===== src/rtl/multicycle_seq.sv =====
// multicycle_seq: multi-cycle control sequencer for a single-issue RV32I core.
// Steps one instruction at a time through FETCH/DECODE/EXEC/MEM/WB, handshakes
// with the instruction and data memories, and drives the PC/IR/regfile/memory
// enables. Outputs are decoded from the state register plus opcode/funct3/ready.
//
// Optional feature: define MEM_TIMEOUT_EN to build a wait counter that traps a
// memory request left unanswered for TIMEOUT cycles. Without it the sequencer
// waits indefinitely and only an illegal opcode can trap.
module multicycle_seq #(
    parameter int TIMEOUT = 16,
    parameter int CNT_W   = 32
) (
    input  logic             clk,
    input  logic             rst_n,
    input  logic [6:0]       opcode,
    input  logic [2:0]       funct3,
    input  logic             EQ,
    input  logic             imem_ready,
    input  logic             dmem_ready,
    output logic             imem_req,
    output logic             dmem_req,
    output logic             MemWrite,
    output logic             IRWrite,
    output logic             RegWrite,
    output logic             PCWrite,
    output logic [1:0]       pc_sel,
    output logic             ResultSrc,
    output logic [2:0]       state_o,
    output logic             retired,
    output logic [CNT_W-1:0] retire_cnt,
    output logic             trap
);

    typedef enum logic [2:0] {
        S_FETCH  = 3'd0,
        S_DECODE = 3'd1,
        S_EXEC   = 3'd2,
        S_MEM    = 3'd3,
        S_WB     = 3'd4,
        S_TRAP   = 3'd7
    } state_t;

    localparam logic [6:0] OP_RTYPE  = 7'b0110011;
    localparam logic [6:0] OP_ITYPE  = 7'b0010011;
    localparam logic [6:0] OP_LOAD   = 7'b0000011;
    localparam logic [6:0] OP_STORE  = 7'b0100011;
    localparam logic [6:0] OP_BRANCH = 7'b1100011;
    localparam logic [6:0] OP_JAL    = 7'b1101111;
    localparam logic [6:0] OP_JALR   = 7'b1100111;
    localparam logic [6:0] OP_LUI    = 7'b0110111;
    localparam logic [6:0] OP_AUIPC  = 7'b0010111;

    localparam int NUM_OPS = 9;
    localparam logic [NUM_OPS-1:0][6:0] LEGAL_OPS = {
        OP_RTYPE, OP_ITYPE, OP_LOAD, OP_STORE, OP_BRANCH,
        OP_JAL, OP_JALR, OP_LUI, OP_AUIPC
    };

    state_t             state_reg;
    state_t             state_next;
    logic [CNT_W-1:0]   retire_cnt_reg;

    // Raw (pre-reset-gating) control outputs from the decode process
    logic               imem_req_c;
    logic               dmem_req_c;
    logic               mem_write_c;
    logic               ir_write_c;
    logic               reg_write_c;
    logic               pc_write_c;
    logic [1:0]         pc_sel_c;
    logic               result_src_c;

    // Opcode classification
    logic [NUM_OPS-1:0] legal_hit;
    logic               is_legal;
    logic               is_load;
    logic               is_store;
    logic               is_branch;
    logic               is_jal;
    logic               is_jalr;
    logic               branch_taken;
    logic               wait_expire;

    // One comparator per legal opcode; any hit makes the instruction legal
    genvar gi;
    generate
        for (gi = 0; gi < NUM_OPS; gi = gi + 1) begin : g_legal
            assign legal_hit[gi] = (opcode == LEGAL_OPS[gi]);
        end
    endgenerate

    assign is_legal  = |legal_hit;
    assign is_load   = (opcode == OP_LOAD);
    assign is_store  = (opcode == OP_STORE);
    assign is_branch = (opcode == OP_BRANCH);
    assign is_jal    = (opcode == OP_JAL);
    assign is_jalr   = (opcode == OP_JALR);

    // BEQ takes on equal, BNE on not-equal; other branch funct3 are not-taken
    assign branch_taken = ((funct3 == 3'b000) &&  EQ) ||
                          ((funct3 == 3'b001) && !EQ);

`ifdef MEM_TIMEOUT_EN
    localparam int TO_W = (TIMEOUT < 2) ? 1 : $clog2(TIMEOUT + 1);

    logic [TO_W-1:0] wait_cnt_reg;
    logic            waiting;

    // A cycle spent with a request outstanding and no ready
    assign waiting = (imem_req_c && !imem_ready) || (dmem_req_c && !dmem_ready);

    // Expires when this waiting cycle would bring the count up to TIMEOUT;
    // ready in that cycle takes priority because waiting is then false.
    assign wait_expire = waiting && (wait_cnt_reg >= TO_W'(TIMEOUT - 1));

    // Wait counter: cleared on any state change, counts stalled request cycles
    always_ff @(posedge clk) begin
        if (!rst_n) begin
            wait_cnt_reg <= '0;
        end else if (state_next != state_reg) begin
            wait_cnt_reg <= '0;
        end else if (waiting) begin
            wait_cnt_reg <= wait_cnt_reg + TO_W'(1);
        end
    end
`else
    assign wait_expire = 1'b0;
`endif

    // State register and retired-instruction counter
    always_ff @(posedge clk) begin
        if (!rst_n) begin
            state_reg      <= S_FETCH;
            retire_cnt_reg <= '0;
        end else begin
            state_reg <= state_next;
            if (pc_write_c) begin
                retire_cnt_reg <= retire_cnt_reg + CNT_W'(1);
            end
        end
    end

    // Next-state and control decode
    always_comb begin
        state_next   = state_reg;
        imem_req_c   = 1'b0;
        dmem_req_c   = 1'b0;
        mem_write_c  = 1'b0;
        ir_write_c   = 1'b0;
        reg_write_c  = 1'b0;
        pc_write_c   = 1'b0;
        pc_sel_c     = 2'd0;
        result_src_c = 1'b0;

        case (state_reg)
            S_FETCH: begin
                imem_req_c = 1'b1;
                if (imem_ready) begin
                    ir_write_c = 1'b1;
                    state_next = S_DECODE;
                end else if (wait_expire) begin
                    state_next = S_TRAP;
                end
            end

            S_DECODE: begin
                state_next = is_legal ? S_EXEC : S_TRAP;
            end

            S_EXEC: begin
                if (is_load || is_store) begin
                    state_next = S_MEM;
                end else if (is_branch) begin
                    pc_write_c = 1'b1;
                    pc_sel_c   = branch_taken ? 2'd1 : 2'd0;
                    state_next = S_FETCH;
                end else begin
                    state_next = S_WB;
                end
            end

            S_MEM: begin
                dmem_req_c  = 1'b1;
                mem_write_c = is_store;
                if (dmem_ready) begin
                    if (is_store) begin
                        pc_write_c = 1'b1;
                        state_next = S_FETCH;
                    end else begin
                        state_next = S_WB;
                    end
                end else if (wait_expire) begin
                    state_next = S_TRAP;
                end
            end

            S_WB: begin
                reg_write_c  = 1'b1;
                pc_write_c   = 1'b1;
                result_src_c = is_load;
                if (is_jal) begin
                    pc_sel_c = 2'd1;
                end else if (is_jalr) begin
                    pc_sel_c = 2'd2;
                end
                state_next = S_FETCH;
            end

            S_TRAP: begin
                state_next = S_TRAP;
            end

            // Unused encodings are treated as a fault
            default: begin
                state_next = S_TRAP;
            end
        endcase
    end

    // Every output reads zero while reset is being sampled low
    assign imem_req   = rst_n & imem_req_c;
    assign dmem_req   = rst_n & dmem_req_c;
    assign MemWrite   = rst_n & mem_write_c;
    assign IRWrite    = rst_n & ir_write_c;
    assign RegWrite   = rst_n & reg_write_c;
    assign PCWrite    = rst_n & pc_write_c;
    assign pc_sel     = rst_n ? pc_sel_c : 2'd0;
    assign ResultSrc  = rst_n & result_src_c;
    assign state_o    = rst_n ? 3'(state_reg) : 3'd0;
    assign retired    = rst_n & pc_write_c;
    assign retire_cnt = rst_n ? retire_cnt_reg : '0;
    assign trap       = rst_n & (state_reg == S_TRAP);

endmodule

===== config.mk =====
export PLATFORM = sky130hd
export DESIGN_NAME = multicycle_seq
export DESIGN_NICKNAME = d
export VERILOG_FILES = /design/src/rtl/multicycle_seq.sv
export SDC_FILE = /design/constraint.sdc
export NUM_CORES = 1
export LEC_CHECK = 0
export ABC_AREA = 1
export BUFFER_PORTS_ARGS = -buffer_cell sky130_fd_sc_hd__buf_2
export CORE_AREA = 2 2 99 101
export CTS_BUF_LIST = sky130_fd_sc_hd__clkbuf_4 sky130_fd_sc_hd__clkbuf_8 sky130_fd_sc_hd__clkbuf_16
export CTS_CLUSTER_DIAMETER = 50
export CTS_CLUSTER_SIZE = 25
export DETAILED_ROUTE_END_ITERATION = 10
export DIE_AREA = 0 0 101 103
export MAX_ROUTING_LAYER = met4
export PLACE_DENSITY = 0.5
export RECOVER_POWER = 100
export SETUP_SLACK_MARGIN = 0.02
export SKIP_LAST_GASP = 1
export SLEW_MARGIN = 30
export SYNTH_ARGS = -nofsm -noshare
export SYNTH_HDL_FRONTEND = slang
export SYNTH_SLANG_ARGS = --single-unit

===== constraint.sdc =====
create_clock -name clk -period 3.06 [get_ports clk]
set_clock_uncertainty 0.15 [all_clocks]
set_input_delay 0.459 -clock clk [delete_from_list [all_inputs] [get_ports clk]]
set_output_delay 0.459 -clock clk [all_outputs]
set_load 0.01 [all_outputs]

Yosys cells after proc, flatten, opt, wreduce, memory -nomap -nowiden. Index checks and enable logic that the tools add are counted.

Flip-flop bits (word level): 35. Word-level logic and storage cells: 65.

Eq/ne operators: 17. Muxes and demuxes: 28. Reductions and logical operators: 9. Bitwise gates (word level): 8. Add/subtract/negate cells: 1.

Operator list (count): $add 32x1->32 const B (1); $mux 32 (1); $eq 7x6->1 const B (3); $eq 7x7->1 const B (3); $mux 3 (7); $pmux 3 s5 (1); $eq 7x5->1 const B (2); $mux 1 (14); $reduce_or 9->1 (1); $and 1x1->1 (8); $eq 7x2->1 const B (1); $eq 3x1->1 const B (2); $eq 3x2->1 const B (2); $eq 3x3->1 const B (2); $logic_not 3->1 (2); $mux 2 (3); $ne 2x2->1 const B (2); $pmux 2 s2 (1); $pmux 1 s3 (1); $logic_and 1x1->1 (2); $logic_or 1x1->1 (2); $reduce_and 2->1 (1); $logic_not 1->1 (1).

Logic depth before layout (Yosys ltp). Gate-level depths: netlist (run 1).

Depth after elaboration: 8. Mapped depth: 11. Mapped depth without buffers: 11.

Worst setup path after synthesis (run 1). OpenSTA, ideal clock, no wires.

Path kind: input -> output. Start: input port rst_n. End: output port pc_sel[1]. Arrival: 1.502 ns. Setup slack: 0.949 ns. Stages on the path: 5. Required time: 2.451 ns. Path buffers: 1. Path through: clkbuf_1 > nand2_1 > nor2_1 > nand3_1 > nor4_1.

Longest elaborated chain between the ends: 1.

RTL lines: start, declared (RTL line 14) `input logic rst_n,`; $mux 2 (RTL line 227) `assign pc_sel = rst_n ? pc_sel_c : 2'd0;`; end, declared (RTL line 26) `output logic [1:0] pc_sel,`.

Every way passes these cells.

Worst setup path in the final report (run 1).
Start: register state_reg[1]. End: output port retired.

Longest elaborated chain between the ends: 3. Elaborated cells between the ends (all ways): 5. Those cells by class: eq/ne: 3; mux: 1; bitwise: 1.

RTL lines: start, declared (RTL line 59) `state_t state_reg;`; start signal, assigned (RTL line 136) `state_reg <= state_next;`; $eq 3x3->1 or $eq 3x2->1 (tied branches) (RTL line 155) `case (state_reg)`; $pmux 1 s3 (*) (RTL line 155); $and 1x1->1 (*) (RTL line 230) `assign retired = rst_n & pc_write_c;`; end, declared (RTL line 29) `output logic retired,`.

Every way passes the cells marked *; elsewhere a longest branch is shown, timed or not.

==> metrics list, run 1 <==
- The flow ran to the end, and the final reports show no timing, DRC or antenna violations.
- For this run, the share of the core covered by cells in the final layout is 0.3313.
- The number of global-route vias before repair came to 2667.
- Combinational cell fraction of total power: 0.291
* Post-synth top area share: 0.2643
* Post-synthesis cell type with the largest combined area: sky130_fd_sc_hd__nand2_1
- Number of core rows: 36
- Final global-route overflow total: 0
- At the later pin of the worst-skew pair, clock insertion delay measures 290 ps.
* Area taken by flip-flops and latches: 700.7 µm²
* Clock tree sinks: 35
* Total Neg Setup Slack: 0 ps
- Total die area: 10400 µm²
- Dividing the detail-routed via count by the number of cells gives 4.439.
* Number of nets in the layout: 574
* Global-route wire length before repair: 12520 µm
- Pint: 0.7636 mW
- In the finished design, the share of the clock period the worst path needs comes to 0.8468.
- Of all nets on the critical path, the largest fanout is 18.
- Detailed placer's ending HPWL: 5770 µm
* Final setup violation count: 0
- Max Clk Rate: 385.9 MHz
- Adder-cell area share of the yosys netlist: 0.004589
- Required time worst endpoint: 2450 ps
- The number of antenna diodes in the final layout is 0.
- Resize count post-CTS: 0
* Sequential share of the synthesized area: 0.2570
- Floorplan die width: roughly 100 µm
- Final weighted congestion in routability-driven placement: around 0.88
- In this run, synthesis produced a sequential element count of 35.
* Number of filler instances in the final layout: 1105
- Max-cap violations in this run came to 0.
- Setup Buffers After CTS: 0
- Number of primary I/O pins: 61
- At the placement stage, the worst setup path has a slack of 760.4 ps.
- Final-report max-slew violation count: 0
- IR drop worst, VDD: 0.3058 mV
- Proportion of total power due to net switching: 0.3847
- The path class of the tightest hold or removal check is register to register.
- Series of cell instances along the critical path: nand2_2 > nor2_4 > nand3_2 > nand3_1 > nand2_1 > inv_1 > buf_2
- The floorplan step defined a core boundary enclosing 9459 µm².
- The average instance in the mapped netlist occupies between 5 and 6 µm².
- After detailed routing, the number of remaining DRC violations is 0.
* Crit path time final: around 2600 ps
* Xor-xnor portion of the synthesized cell area: 0.02570
- In this run the tool buffered the top-level ports with 60 buffer cells.
* Min setup slack post-route: 468.9 ps
- STA classifies the critical path startpoint as a register.
- The die is 103 µm tall.
- In this run the remaining antenna-violating nets after routing total 0.
- The cell area that synthesis handed to floorplanning was 2726 µm².
* Ys Warns: 0
* Final std cells w/o fill: 672
- The first detailed-routing pass ran for 4 iterations.
* Worst stage delay on the critical path: between 500 and 600 ps
- Relative slew margins: 0.5628
* Switching pwr: 0.4775 mW
- Initial standard-cell utilization of the core: 0.2882
- Routed WL: around 7500 µm
- For the worst setup path, the data arrival time is 1980 ps.
- For the pin with the worst max-slew slack, the measured transition is 653.9 ps.
* Commonest cells after routing, fill and taps aside: sky130_fd_sc_hd__nand2_1, sky130_fd_sc_hd__nor2_1, sky130_fd_sc_hd__inv_1
- Summed area of non-filler cells in the final layout: around 3100 µm²
- Share of post-route cells with drive strength above 1: 0.08961
* Leading cell type in the layout, fill and taps excluded: sky130_fd_sc_hd__nand2_1
- Inserted Clock Buffers: 5
- The initial antenna violation count was 0.
- Number of hold-slack violations in the final timing report: 0
* Largest cells by area after synthesis: sky130_fd_sc_hd__nand2_1, sky130_fd_sc_hd__dfxtp_1, sky130_fd_sc_hd__nor2_1
* Maximum number of pins on one net before global-route repair: 34
- Inst Count DP: 665
- Iteration-0 DRC Markers: 142
* Worst R2R Setup Slack: just over 600 ps
- Total via count after detailed routing: 2983
* Area grow syn2layout: 14.96%
- The portion of synthesized area spent on multiplexers is 0.
* Critical path class: register to primary output
* CTS tree: done
* Critical path capture point type: primary output
* Global Route Usage Sum: 0.1551
- H-tree depth reported by CTS: 2
- In the synthesized netlist, the number of instances is 502.
- Post-synthesis cell type count: 31
* Part of the total power dissipated in sequential elements: 0.426
* Net count after synthesis: 518
- Setup repair after global routing left no endpoint under its margin.
- Multi-input gate area in the final layout: 1627 µm²
- Clock tree root driver cell: sky130_fd_sc_hd__clkbuf_8
- By area, the combinational part of the netlist is dominated by simple AND/OR/NAND/NOR gates.
* Power density over the cells: between 300 and 400 nW/µm²
- Clock input transition at the sequential cells of the worst setup and hold paths: 70 ps
* Number of flip-flops under the largest register name: 32
- Largest buffer count on any clock path: 2
- In the final routed layout, each cell accounts on average for between 10 and 15 µm.
- The number of hold buffers added after CTS was 0.
- For this design the static power due to leakage is ~1.5 nW.
* Worst hold slack after final layout: 357.1 ps
- The complex-gate fraction of the synthesized area is 0.05507.
- Clk network pwr share: 0.283
* Total power consumption of the routed design: 1.241 mW
- Slowest cell on crit path: sky130_fd_sc_hd__nand3_1
* Share of synthesized cell area in and, or, nand and nor gates: 0.5140
- Once placement finished, the instance area stood at 3112 µm².
[critical path: cells and delay by family, from the launching register on]
family	cells	cell delay, ps
buf+inv	2	230
simple gates	5	1010
flops	1	450
[power groups by stage]
stage,Combinational [mW],Clock (mW),Sequential (mW)
final,0.361,0.351,0.528
after detailed placement,0.380,0,0.538
after global routing,0.416,0.380,0.531
after global placement,0.374,0,0.540
after floorplan,0.301,0,0.527
after CTS,0.381,0.361,0.528
[final cells by class]
type | count | area share
Clock buffer | 6 | 0.02635
Clock inverter | 1 | 0.001597
Inverter | 83 | 0.09940
Multi-Input combinational cell | 370 | 0.5190
Sequential cell | 35 | 0.2236
Tap cell | 114 | 0.04551
Timing Repair Buffer | 63 | 0.08463
[cell usage after synthesis]
| master | count |
|---|---|
| sky130_fd_sc_hd__nand2_4 | 1 |
| sky130_fd_sc_hd__nor3_1 | 7 |
| sky130_fd_sc_hd__buf_4 | 3 |
| sky130_fd_sc_hd__ha_1 | 1 |
| sky130_fd_sc_hd__inv_1 | 80 |
| sky130_fd_sc_hd__nand3b_1 | 2 |
| sky130_fd_sc_hd__dfxtp_1 | 35 |
| sky130_fd_sc_hd__nand3_1 | 22 |
| sky130_fd_sc_hd__o21bai_1 | 1 |
| sky130_fd_sc_hd__xnor2_1 | 2 |
| sky130_fd_sc_hd__nand3_2 | 3 |
| sky130_fd_sc_hd__a21oi_2 | 1 |
| sky130_fd_sc_hd__o21ai_1 | 1 |
| sky130_fd_sc_hd__nand4_1 | 5 |
| sky130_fd_sc_hd__nor4_1 | 2 |
| sky130_fd_sc_hd__nand2_2 | 4 |
| sky130_fd_sc_hd__buf_2 | 1 |
| sky130_fd_sc_hd__nor2_2 | 7 |
| sky130_fd_sc_hd__o21ai_0 | 1 |
| sky130_fd_sc_hd__nand2_1 | 192 |
| sky130_fd_sc_hd__xor2_1 | 6 |
| sky130_fd_sc_hd__nor2_1 | 82 |
| sky130_fd_sc_hd__buf_6 | 2 |
| sky130_fd_sc_hd__a21oi_1 | 22 |
| sky130_fd_sc_hd__clkbuf_1 | 8 |
| sky130_fd_sc_hd__o211ai_1 | 1 |
| sky130_fd_sc_hd__nor2_4 | 4 |
| sky130_fd_sc_hd__nor3b_1 | 1 |
| sky130_fd_sc_hd__or2_2 | 1 |
| sky130_fd_sc_hd__inv_2 | 3 |
| sky130_fd_sc_hd__a31oi_1 | 1 |
[path summary, 6_finish.rpt]
| path | start | endpoint | cells after the start |
|---|---|---|---|
| worst min-delay path | retire_cnt_reg[31] | retire_cnt_reg[31] | 2 |
| worst max register to register | state_reg[1] | retire_cnt_reg[24] | 9 |
| worst max-delay path | state_reg[1] | retired | 7 |
| worst min register to register | retire_cnt_reg[31] | retire_cnt_reg[31] | 2 |
[metal layers]
layer | part of all wire | track usage | vias up | wire length, µm
li1 | - | - | 1613 | -
met1 | 0.47 | 0.1867 | 1286 | 3577
met2 | 0.46 | 0.2667 | 71 | 3498
met3 | 0.044 | 0.02847 | 13 | 331
met4 | 0.017 | 0.04262 | 0 | 128
met5 | 0 | - | - | 0
[logic make-up after synthesis]
group,Yosys count
AOI/OAI and AO/OA,28
xor gates and xnor gates,8
adders and majority gates,1
DFF,35
and+or+nand+nor,333
buffers and inverters,97
(Power assumes the default switching activity.)
==> run 2, diff against run 1 <==
- clock period: 3.06 -> 2.7 ns (I/O delays scaled with it)
==> run 2 against run 1 <==
Compared with the run above:
- final area increased by 0.56%
- non-clock buffer count increased by 1
- total power increased by 18%
- sequential share of layout area decreased by 0.12 points
- sequential power increased by 14%
- worst hold slack got worse by 6.0 ps
- cell count increased by 0.30%
- critical path depth decreased by 1
- global-route usage increased by 0.21 points
- via count increased by 0.57%
- routed wire length decreased by 0.92%
- count of clock-buffer cells in the layout increased by 2
- critical path type unchanged
- largest power group unchanged
==> metrics list, run 2 (synthesis results as in run 1) <==
* Min setup slack post-route: about 460 ps
- Dividing the detail-routed wire length by the instance count gives between 10 and 15 µm.
* Crit path DAT: 1690 ps
- Area grow syn2layout: 15.60%
- Floorplan die width: 101 µm
* Number of antenna violations at the first check in global routing: 0
- Pin placement for this block handled 61 I/O pins.
- Global Route Usage Sum: 0.1572
- STA classifies the critical path startpoint as a register.
* Largest buffer count on any clock path: 2
- Setup Buffers After CTS: 0
* Part of the total power dissipated in sequential elements: 0.411
* Inst Count DP: around 670
- IR drop worst, VDD: 0.2157 mV
* Series of cell instances along the critical path: nor2_1 > inv_1 > nor2_1 > nand3_1 > nor4_1 > clkbuf_1
- Number of core rows: 36
- H-tree depth reported by CTS: 2
- The cell that appears most often on the critical path is sky130_fd_sc_hd__nor2_1.
* Cts hold-fix bufs: 0
- Sum of buffers and inverters on the critical path: 2
- Combinational cell fraction of total power: 0.285
- The clock drives 35 sinks.
* Power density over the cells: 463.5 nW/µm²
- Largest delay contributor family on the critical path: simple AND/OR/NAND/NOR gates
- The library cell used most frequently in the layout, excluding fill and tap cells, is sky130_fd_sc_hd__nand2_1.
- Total die area: 10400 µm²
* Final-report max-slew violation count: 0
* Die height: 103 µm
* Clock input transition at the sequential cells of the worst setup and hold paths: 70 ps
* Share of post-route cells with drive strength above 1: 0.08750
* Total via count after detailed routing: 3000
* Via count of the first global-routing pass: between 2000 and 3000
* Crit path max fanout: 5
* Final std cells w/o fill: 674
- Final global-route overflow total: 0
- Pint: ~0.9 mW
- Relative slew margins: 0.4957
- By startpoint and endpoint, the worst setup path is classified as register to primary output.
- Worst stage delay on the critical path: 390 ps
* Routed Antenna Nets: 0
- Switching pwr: between 0.5 and 0.6 mW
* Via-to-Cell Ratio: approximately 4.5
- The tightest min-delay check is of the register to register type.
- Setup violations remaining at the end of the flow were counted as 0.
- Antenna cell count: 0
- The congestion estimate from routability-driven global placement came to 0.8521.
* Initial standard-cell utilization of the core: 0.2882
- Worst R2R Setup Slack: 530 ps
- Area taken by flip-flops and latches: approximately 700 µm²
- Number of flip-flops under the largest register name: 32
- Number of nets in the layout: 575
* Number of hold-slack violations in the final timing report: 0
* Proportion of total power due to net switching: 0.3778
- After routing, the total negative slack on setup checks comes to 0 ps.
* Global-route wire length before repair: 12780 µm
- The slowest stage of the critical path belongs to the cell sky130_fd_sc_hd__dfxtp_1.
- Total iterations of the first detailed-routing run: 4
- Of the total power, the clock network draws 0.303.
- Resize count post-CTS: 0
- Core Footprint: around 9500 µm²
* Number of DRC violations after detailed routing: 0
- For the worst-skew pair, the clock arrives at the later sink with an insertion delay of 290 ps.
- During placement, the flow inserted port buffers numbering 60.
* Number of filler instances in the final layout: 1126
- Commonest cells after routing, fill and taps aside: sky130_fd_sc_hd__nand2_1, sky130_fd_sc_hd__nor2_1, sky130_fd_sc_hd__inv_1
- MaxCap Viol Count: 0
- Entering global routing, the biggest net connects 41 pins.
* Routed WL: 7467 µm
- Critical path capture point type: primary output
- For this run, the top clock speed supported by timing is about 450 MHz.
- STA puts the critical path data required time at roughly 2100 ps.
* Inserted Clock Buffers: 5
- Multi-input gate area in the final layout: around 1600 µm²
- The routed design could run at a clock period as short as 2245 ps.
- Clock tree root driver cell: sky130_fd_sc_hd__clkbuf_8
- Static leakage: 1.509 nW
* Result of the run: completed
- Measured slew at the worst slew-check pin: roughly 760 ps
- Iteration-0 DRC Markers: 87
* Unrepaired setup endpoints after global routing: no
- Worst Setup Slack post-DPL: 700.5 ps
- TritonCTS built the clock tree.
* Detailed placer's ending HPWL: 5809 µm
- Of the available clock period, the critical path in the final layout requires 0.8315.
run 2: layer usage:
metal	GRT usage	part of all wire	up-vias
met4	0.03742	0.014	0
met1	0.1894	0.48	1297
met2	0.2754	0.47	69
met3	0.02576	0.039	9
li1	-	-	1625
met5	-	0	-
run 2: power groups by stage:
stage	Clock (mW)	Combinational, mW	Sequential (mW)
5_1_grt	0.477	0.470	0.607
4_1_cts	0.454	0.434	0.598
6_report	0.443	0.417	0.601
3_3_place_gp	0	0.433	0.612
3_5_place_dp	0	0.432	0.610
2_1_floorplan	0	0.341	0.598
run 2: worst register-to-register path: stages, from the launching register on:
cell and delay (ps):
sky130_fd_sc_hd__dfxtp_1 450, sky130_fd_sc_hd__nand2_2 120, sky130_fd_sc_hd__nor2_4 140, sky130_fd_sc_hd__nand3_2 110, sky130_fd_sc_hd__nand3_1 130, sky130_fd_sc_hd__clkbuf_2 610
sky130_fd_sc_hd__nand2_1 180, sky130_fd_sc_hd__nand2_1 100, sky130_fd_sc_hd__nand2_1 50, sky130_fd_sc_hd__nor2_1 80
run 2: worst paths after layout:
| path | start | to | cells after the start |
|---|---|---|---|
| max | state_reg[0] | pc_sel[1] | 6 |
| min | retire_cnt_reg[3] | retire_cnt_reg[3] | 2 |
| max reg2reg | state_reg[1] | retire_cnt_reg[12] | 9 |
| min reg2reg | retire_cnt_reg[3] | retire_cnt_reg[3] | 2 |
run 2: cell type report:
class | instances | share of cell area
multi-input combinational | 370 | 0.5149
tap | 114 | 0.04526
inverter | 83 | 0.09885
timing repair buffer | 64 | 0.08575
sequential | 35 | 0.2223
clock buffer | 8 | 0.03295
run 2: through the flow:
stage | util | hold WS [ps] | power (mW) | instance area (µm²)
global route | 0.3332 | 384.6 | 1.554 | 3152
global placement | 0.3298 | 339.8 | 1.045 | 3119
detailed placement | 0.3298 | 341.8 | 1.042 | 3119
finish | 0.3332 | 351.1 | 1.461 | 3152
floorplan | - | 315.5 | 0.9387 | 2726
CTS | 0.3407 | 353.2 | 1.487 | 3223
==> run 3, diff against run 2 <==
- clock period: 2.7 -> 2.2 ns (I/O delays scaled with it)
==> run 3 against run 2 <==
Compared with the run above:
- highest routed layer unchanged
- first-iteration DRC count rose by 54%
- total power rose by 29%
- via count rose by 2.5%
- utilization up 0.28 points
- cell count stayed put
- die area unchanged
- critical endpoint is now pc_sel[0]
==> metrics list, run 3 (synthesis results as in run 1) <==
- The tree built by TritonCTS fans out to 35 sinks.
- After the first detailed-routing iteration, the DRC count stood at 134.
- Detailed placer's ending HPWL: approximately 6000 µm
* Commonest cells after routing, fill and taps aside: sky130_fd_sc_hd__nand2_1, sky130_fd_sc_hd__nor2_1, sky130_fd_sc_hd__inv_1
* H-tree depth reported by CTS: 2
- The tool flagged a number of max-cap violations equal to 0.
* Number of DRC violations after detailed routing: 0
- Number of core rows: 36
- Measured on the finished design, the core utilization comes to 0.3360.
* Unrepaired setup endpoints after global routing: no
* Clock tree root driver cell: sky130_fd_sc_hd__clkbuf_8
* Critical path capture point type: primary output
- Setup total negative slack on the finished layout was measured at 0 ps.
- Clock input transition at the sequential cells of the worst setup and hold paths: 80 ps
- Global-route wire length before repair: 12700 µm
* Inst Count DP: 666
- Routed WL: roughly 7800 µm
* Power density over the cells: 594.0 nW/µm²
* Relative slew margins: 0.6100
- Final std cells w/o fill: 674
- In the final layout, the share of cells above drive strength 1 is 0.09286.
- The smallest clock period supported by the final layout is computed as a little over 2000 ps.
- The flow ran to the end, and the final reports show no timing, DRC or antenna violations.
- DR WL/cell: between 10 and 15 µm
- Number of flip-flops under the largest register name: 32
- Via count of the first global-routing pass: 2750
* Total iterations of the first detailed-routing run: 4
- Final weighted congestion in routability-driven placement: around 0.9
- The worst setup path is launched from a register.
* Crit path max fanout: 6
- The min-delay analysis places its worst path in the category primary input to register.
* Largest buffer count on any clock path: 2
- IR drop worst, VDD: 0.3469 mV
* Area grow syn2layout: 16.57%
- Ratio of final minimum period to clock period: 0.9187
* Routed Antenna Nets: 0
* Critical path class: register to primary output
* Inserted Clock Buffers: 5
* Maximum number of pins on one net before global-route repair: 41
* Final global-route overflow total: 0
- Total die area: 10400 µm²
* Static leakage: 1.529 nW
- Buffers added to address setup during post-CTS repair amount to 0.
* Die height: approximately 100 µm
* Antenna cell count: 0
- Initial standard-cell utilization of the core: 0.2882
- The hold violation total from the final report was 0.
- Floorplan die width: 101 µm
- In the routed layout, each cell is associated on average with a via count of 4.564.
* Number of primary I/O pins: 61
- Detailed routing inserted a total of 3076 vias.
- At the worst endpoint, the required time is 1720 ps.
* Number of nets in the layout: between 500 and 600
* Final setup violation count: 0
* Number of antenna violations at the first check in global routing: 0
- Core Footprint: 9459 µm²
- Data arrives at the worst endpoint at 1540 ps.
- Final-report max-slew violation count: 0
- Measured slew at the worst slew-check pin: a little under 600 ps
- PortBufs: 60
- For this run, the total global-route usage over all layers was measured as 0.1577.
* CTS tree: done
- Clk Latency, worst-skew pair: 290 ps
* Leading cell type in the layout, fill and taps excluded: sky130_fd_sc_hd__nand2_1
- Max Clk Rate: 494.8 MHz
==> run 3: timing repair <==
item	4_1_cts	5_1_grt
setup endpoints to repair	0	2
resized for setup	0	2
hold buffers	0	0
==> run 3: power breakdown <==
part	switching (mW)	internal, mW
Sequential	0.0608	0.672
Combinational	0.381	0.151
Clock	0.256	0.367
==> run 3: per-layer routing <==
layer | routed length, µm | part of all wire | track usage | vias to the layer above
met4 | 106 | 0.014 | 0.04054 | 0
met3 | 332 | 0.043 | 0.02576 | 10
met2 | 3638 | 0.47 | 0.2646 | 82
met1 | 3716 | 0.48 | 0.1980 | 1369
met5 | 0 | 0 | - | -
li1 | - | - | - | 1615
==> run 3: path summary, 6_finish.rpt <==
| check | end | cells after the start | slack, ps | from |
|---|---|---|---|---|
| max reg2reg | retire_cnt_reg[12] | 9 | 180 | state_reg[1] |
| min | state_reg[1] | 5 | 290 | imem_ready |
| min reg2reg | retire_cnt_reg[31] | 2 | 360 | retire_cnt_reg[31] |
| max | pc_sel[0] | 7 | 180 | state_reg[1] |
==> run 3: stage by stage <==
step	hold WS (ps)	area, µm²	worst slack (ps)	total power [mW]
2_1_floorplan	315.5	2726	347.1	1.152
3_3_place_gp	345.5	3132	394.2	1.300
3_5_place_dp	348.9	3132	362.2	1.304
4_1_cts	274.8	3249	38.49	1.930
5_1_grt	303.5	3178	28.34	2.010
6_report	285.2	3178	178.9	1.888
==> run 3: layout make-up <==
type,count,area [µm²]
Inverter,83,311.5
Tap cell,114,142.6
Clock inverter,2,35.03
Multi-Input combinational cell,370,1633
Fill cell,1135,6281
Clock buffer,6,82.58
Sequential cell,35,700.7
Timing Repair Buffer,64,272.8
==> run 3: worst max-delay path, cell delays in order (launching register included) <==
cell and delay, ps:
sky130_fd_sc_hd__dfxtp_1 440, sky130_fd_sc_hd__nand2_2 110, sky130_fd_sc_hd__nor2_4 130, sky130_fd_sc_hd__nand3_2 130, sky130_fd_sc_hd__nor2_1 110, sky130_fd_sc_hd__nor2_1 50, sky130_fd_sc_hd__nor2_1 110, sky130_fd_sc_hd__clkbuf_1 160
